$ cat src/rtl/seq_divider_16bit.sv
// Sequential restoring unsigned divider: one quotient bit per clock, start/busy/done handshake.
// Optional macro DIV_ZERO_DETECT_EN: a zero divisor completes immediately and raises o_div_err.
module seq_divider_16bit #(
   parameter int WIDTH = 16
) (
   input  logic             i_clk,
   input  logic             i_rst_n,
   input  logic             i_start,
   input  logic [WIDTH-1:0] i_dividend,
   input  logic [WIDTH-1:0] i_divisor,
   output logic             o_busy,
   output logic             o_done,
   output logic [WIDTH-1:0] o_quotient,
   output logic [WIDTH-1:0] o_remainder,
   output logic             o_div_err
);

   localparam int CW = $clog2(WIDTH + 1);

   typedef enum logic [1:0] {S_IDLE, S_RUN, S_DONE} state_t;

   state_t           r_state;
   state_t           w_state_nxt;
   logic [CW-1:0]    r_cnt;
   logic [WIDTH:0]   r_part;
   logic [WIDTH-1:0] r_q;
   logic [WIDTH-1:0] r_div;
   logic [WIDTH-1:0] r_quot;
   logic [WIDTH-1:0] r_rem;

   logic             w_accept;
   logic             w_last;
   logic             w_zero_skip;
   logic [WIDTH:0]   w_shift;
   logic [WIDTH+1:0] w_trial;
   logic             w_borrow;
   logic [WIDTH:0]   w_part_nxt;
   logic [WIDTH-1:0] w_q_nxt;

   // A new request is only taken while not busy; DONE counts as not busy.
   assign w_accept = i_start && (r_state != S_RUN);
   assign w_last   = (r_cnt == CW'(1));

`ifdef DIV_ZERO_DETECT_EN
   logic r_err;
   assign w_zero_skip = (i_divisor == '0);
   assign o_div_err   = r_err;
`else
   assign w_zero_skip = 1'b0;
   assign o_div_err   = 1'b0;
`endif

   // Trial subtraction carries one extra bit so the borrow is visible even
   // when the shifted partial remainder uses its 17th bit.
   assign w_shift    = {r_part[WIDTH-1:0], r_q[WIDTH-1]};
   assign w_trial    = {1'b0, w_shift} - {2'b00, r_div};
   assign w_borrow   = w_trial[WIDTH+1];
   assign w_part_nxt = w_borrow ? w_shift : w_trial[WIDTH:0];
   assign w_q_nxt    = {r_q[WIDTH-2:0], ~w_borrow};

   always_comb begin
      w_state_nxt = r_state;
      case (r_state)
         S_IDLE, S_DONE: begin
            if (w_accept) w_state_nxt = w_zero_skip ? S_DONE : S_RUN;
            else          w_state_nxt = S_IDLE;
         end
         S_RUN:   if (w_last) w_state_nxt = S_DONE;
         default: w_state_nxt = S_IDLE;
      endcase
   end

   always_ff @(posedge i_clk) begin
      if (!i_rst_n) begin
         r_state <= S_IDLE;
         r_cnt   <= '0;
         r_part  <= '0;
         r_q     <= '0;
         r_div   <= '0;
         r_quot  <= '0;
         r_rem   <= '0;
`ifdef DIV_ZERO_DETECT_EN
         r_err   <= 1'b0;
`endif
      end else begin
         r_state <= w_state_nxt;
         if (w_accept) begin
            r_div  <= i_divisor;
            r_q    <= i_dividend;
            r_part <= '0;
            r_cnt  <= CW'(WIDTH);
`ifdef DIV_ZERO_DETECT_EN
            r_err  <= w_zero_skip;
            if (w_zero_skip) begin
               r_quot <= '1;
               r_rem  <= i_dividend;
            end
`endif
         end else if (r_state == S_RUN) begin
            r_part <= w_part_nxt;
            r_q    <= w_q_nxt;
            r_cnt  <= r_cnt - CW'(1);
            if (w_last) begin
               r_quot <= w_q_nxt;
               r_rem  <= w_part_nxt[WIDTH-1:0];
            end
         end
      end
   end

   assign o_busy      = (r_state == S_RUN);
   assign o_done      = (r_state == S_DONE);
   assign o_quotient  = r_quot;
   assign o_remainder = r_rem;

endmodule
$ cat config.mk
export PLATFORM = sky130hd
export DESIGN_NAME = seq_divider_16bit
export DESIGN_NICKNAME = d
export VERILOG_FILES = /design/src/rtl/seq_divider_16bit.sv
export SDC_FILE = /design/constraint.sdc
export NUM_CORES = 1
export LEC_CHECK = 0
export BUFFER_PORTS_ARGS = -buffer_cell sky130_fd_sc_hd__clkbuf_2
export CAP_MARGIN = 20
export CORE_ASPECT_RATIO = 1.2
export CORE_MARGIN = 3
export CORE_UTILIZATION = 45
export CTS_CLUSTER_DIAMETER = 40
export DETAILED_ROUTE_END_ITERATION = 8
export PLACE_DENSITY = 0.66
export SYNTH_ARGS = -nofsm -noshare
export SYNTH_HDL_FRONTEND = slang
export SYNTH_SLANG_ARGS = --single-unit
$ cat constraint.sdc
create_clock -name i_clk -period 3.65 [get_ports i_clk]
set_input_delay 0.365 -clock i_clk [delete_from_list [all_inputs] [get_ports i_clk]]
set_output_delay 0.365 -clock i_clk [all_outputs]
set_load 0.01 [all_outputs]
After elaboration in Yosys (flattened, before gate mapping)
Cells that the tools add are included.
{"block": "op_classes", "n_addsub": 2, "eq_ne": 5, "muxes": 8, "bitwise": 3, "reduce_logical": 6}
{"op": "$mux 16", "count": 3}
{"op": "$sub 17x16->18", "count": 1}
{"op": "$mux 5", "count": 2}
{"op": "$eq 5x1->1 const B", "count": 1}
{"op": "$sub 5x1->5 const B", "count": 1}
{"op": "$ne 2x1->1 const B", "count": 2}
{"op": "$pmux 2 s2", "count": 1}
{"op": "$reduce_or 2->1", "count": 2}
{"op": "$not 1->1", "count": 3}
{"op": "$reduce_and 3->1", "count": 1}
{"op": "$eq 2x1->1 const B", "count": 1}
{"op": "$eq 2x2->1 const B", "count": 1}
{"op": "$logic_not 2->1", "count": 1}
{"op": "$mux 2", "count": 1}
{"op": "$reduce_bool 2->1", "count": 1}
{"op": "$logic_and 1x1->1", "count": 1}
{"op": "$mux 1", "count": 1}
{"block": "totals", "register_bits": 87, "inputBits": 35, "output_inout_bits": 35, "elab_cells": 32}

Logic depth before layout (Yosys ltp)
{"block": "depth", "word_depth": 4, "mapped_depth": 11, "ltp_nobuf": 11}

Worst setup path before layout
OpenSTA, ideal clock, no wires.
{"block": "synth_path", "path_kind": "register -> register", "startpoint": "reg r_q[15]", "endpoint": "reg r_part[10]", "setup_ns": 0.137, "arrival_ns": 2.190, "required_ns": 3.513, "slack_ns": 1.323, "stages_incl_launch_ff": 12, "n_path_buf": 0, "period_less_slack_ns": 2.327, "cell_sequence": "dfxtp_1 > inv_1 > ha_1 > inv_1 > fa_1 > a21o_1 > a221oi_2 > o21ai_0 > o31ai_1 > xnor2_1 > mux2i_1 > a21oi_1"}
{"block": "synth_via", "elab_chain_cells": 2}
{"item": "start: declaration", "line_no": "26", "source": "logic [WIDTH-1:0] r_q;"}
{"item": "start signal: assignment", "line_no": "89", "source": "r_q <= i_dividend;"}
{"item": "start signal: assignment", "line_no": "101", "source": "r_q <= w_q_nxt;"}
{"item": "$sub 17x16->18", "line_no": "56", "source": "assign w_trial = {1'b0, w_shift} - {2'b00, r_div};"}
{"item": "$mux 16", "line_no": "58", "source": "assign w_part_nxt = w_borrow ? w_shift : w_trial[WIDTH:0];"}
{"item": "end signal: assignment", "line_no": "100", "source": "r_part <= w_part_nxt;"}
{"item": "end: declaration", "line_no": "25", "source": "logic [WIDTH:0] r_part;"}
Every way passes these cells.
A chain may end at the register's enable or synchronous reset.

Worst setup path in the final report
Ends and elaborated chain as after synthesis.

==> summary.txt <==
Placement
  – Gp weighted congestion: approximately 0.90
  – Post-DP HPWL: about 7.4 mm
  – Placed instance area: ~4600 µm²
  – Place WS: 1010 ps
  – Port bufs: slightly below 70

Critical path
  – R2r setup slk: just under 1000 ps
  – Critical-path maximum fanout: 4
  – Worst Path Required: between 3000 and 4000 ps
  – Critical Path End Type: register
  – Crit Path Category: register to register
  – Crit path launch type: register
  – Worst Path Arrival: 2900 ps

STA
  – Min cycle time layout: between 2000 and 3000 ps
  – Fin. Hold Viols: 0
  – Finish-stage setup viols: 0
  – Worst Tran Pin Value: just under 900 ps
  – RSZ-0062 raised after global routing: false
  – Final Max Slew Viols: 0
  – Worst slew margin: just over 40%
  – Final Cycle Share: between 70 and 80%
  – Skew final: 12.2 ps
  – Fmax: 376 MHz
  – Worst setup margin: 992 ps
  – Total negative slack: 0 ps

Finish
  – Diode count: 0
  – Fillers: approximately 900
  – Fraction of layout cells with a size suffix above 1: 17.7%
  – Area Growth Syn to Fin: 13.9%
  – Final net count: ~630
  – Post-route cell area: between 4000 and 5000 µm²
  – Util after Layout: between 50% and 60%
  – Commonest cells after routing, fill and taps aside: nand2_1 (92), dfxtp_1 (87), a21oi_1 (73)
  – Most common cell after layout, fill and taps aside: nand2_1

Die
  – Starting density of the core: a little under half
  – Die W: 94.5 µm
  – Die ar.: about 11,000 µm²
  – Die H: between 100 and 150 µm
  – Core footprint: 9080 µm²
  – I/O pin cnt: 70
  – # rows: 38

CTS
  – CTS tree: yes
  – Worst skew pair latency: around 370 ps
  – Num CTS Buffers: 9
  – CTS Root Buffer Type: clkbuf_8
  – CTS Hold Bufs: 0
  – Clock sink total: slightly below 90
  – Post-CTS sizing: 0
  – Post-CTS Setup Inserts: 0
  – # H-tree levels: 3
  – CTS clk-pin slew, worst paths: 90 ps
  – Maximum buffer depth of the clock tree: 2

Synthesis
  – XOR/XNOR Fraction of Synth Area: roughly 2.7%
  – Main combinational cell family by area after synthesis: compound AO/OA/AOI/OAI gates
  – Yosys top cell by area: dfxtp_1
  – Post-synthesis async set-or-reset flop share: 0%
  – Syn nets: 570
  – FF+latch count, synth: 87
  – Mapped Area: 4230 µm²
  – Proportion of netlist area held by the largest area contributor: 41.2%
  – Mean Syn Cell Area: 8.20 µm²
  – Top cells by area, synth: dfxtp_1 (41%), a21oi_1 (8.6%), nand2_1 (8.2%), mux2i_1 (5.9%), ha_1 (5.3%)
  – Primary FF master, synth: dfxtp_1
  – Register area share after synthesis: roughly two fifths
  – Synth Instances: 516
  – Post-synth EDFFs: 0
  – Synth unique cells: 55
  – Area share of fa/ha/maj cells after synthesis: 5.80%
  – Simple-gate share of the synthesized area: 16.0%
  – Synth Warn #: 0
  – Synth Area in Compound Gates: roughly 22%
  – Post-synthesis mux area share: roughly 6.4%

Power and ir drop
  – Lkg Pwr: approximately 2.0 nW
  – Peak supply drop: 0.213 mV
  – Power Total: 2.32 mW
  – Power per Cell Area: 481 nW/µm²

Global route
  – All-Layer GR Usage: between 20 and 25%
  – Met1 Use GR: a little over a quarter
  – Gr busiest metal: met2
  – Met2 GRT Util: ~33%
  – Largest net degree at the start of global routing: 54
  – GR Layer Usage met3: 5.97%
  – Initial antenna violation count: 0
  – Gr ovfl total: 0
  – First-pass GRT wire length: 17.0 mm
  – Vias in the first global route: 3,637

Routing
  – 1st-iter DRT viols: around 190
  – Routed vias: around 3,700
  – Routed wire length: 10.4 mm
  – Drt drc: 0
  – Total iterations of the first detailed-routing run: 5
  – Antenna-violating nets left: 0
  – DR vias/cell: ~5.3
  – WL per Instance: about 15 µm

Min path
  – HP Class: input pin to register

Run
  – Max cap viols: 0

Status
  – Status: finished clean
state kept, by name, indices dropped and copies added, names as in the netlist:
signal / flops
r_div: 16
r_q: 16
o_remainder: 16
r_part: 16
r_cnt: 5
o_quotient: 16
r_state: 2
cells by family after synthesis:
family,count (synthesis)
multiplexers,27
XOR/XNOR,13
adder cells (fa/ha/maj),19
other,1
flip-flops,87
AND/OR/NAND/NOR,153
buffers and inverters,57
AO/OA/AOI/OAI,159
per-layer routing:
metal  wire, µm  vias to the layer above
li1           -                     1905
met2       4880                       86
met3        580                       11
met5          0                        -
met1       4770                     1721
met4        167                        0
cell type report:
type | count | area [µm²] | area share (%)
Multi-Input combinational cell | 372 | 2250 | 46.8
Clock inverter | 6 | 47.5 | 0.987
Sequential cell | 87 | 1740 | 36.2
Timing Repair Buffer | 76 | 400 | 8.31
Clock buffer | 10 | 128 | 2.65
Tap cell | 120 | 150 | 3.12
Inverter | 26 | 97.6 | 2.03
through the flow:
stage,hold slack [ps],std cells
4_1_cts,188,697
6_report,205,697
5_1_grt,211,697
3_3_place_gp,442,681
3_5_place_dp,447,681
2_1_floorplan,436,516
worst paths after layout:
path,from,end,cells past startpoint
hold / removal,i_divisor[8],r_div[8],3
hold reg to reg,o_quotient[10],o_quotient[10],2
setup / recovery,r_q[15],r_part[10],11
setup reg to reg,r_q[15],r_part[10],11
cells in the mapped netlist (3+ instances only):
cell type and count:
nand2_1 92, dfxtp_1 87, a21oi_1 73, o21ai_0 36, nor2_1 28, mux2i_1 25
inv_1 24, clkbuf_1 23, a211oi_1 19, ha_1 18, xnor2_1 8, a31oi_1 6
o211ai_1 6, nand2b_1 5, nor3_1 5, xor2_1 5, nand3_1 4, a21o_1 3
and2_1 3, buf_1 3
power by group:
group	leakage, nW	total, mW	internal (mW)	switching (mW)
clock	0.0864	0.606	0.251	0.355
sequential	0.710	1.04	1.00	0.0400
combinational	1.23	0.669	0.276	0.393
worst max-delay path, stage by stage, from the launching register on:
cell	delay [ps]
dfxtp_1	300
inv_1	90
ha_1	170
inv_1	60
fa_1	390
a21o_1	230
a221oi_2	380
o21ai_0	230
o31ai_1	290
xnor2_1	100
mux2i_1	200
a21oi_1	90
No activity file was read; power rests on OpenSTA's default activity.
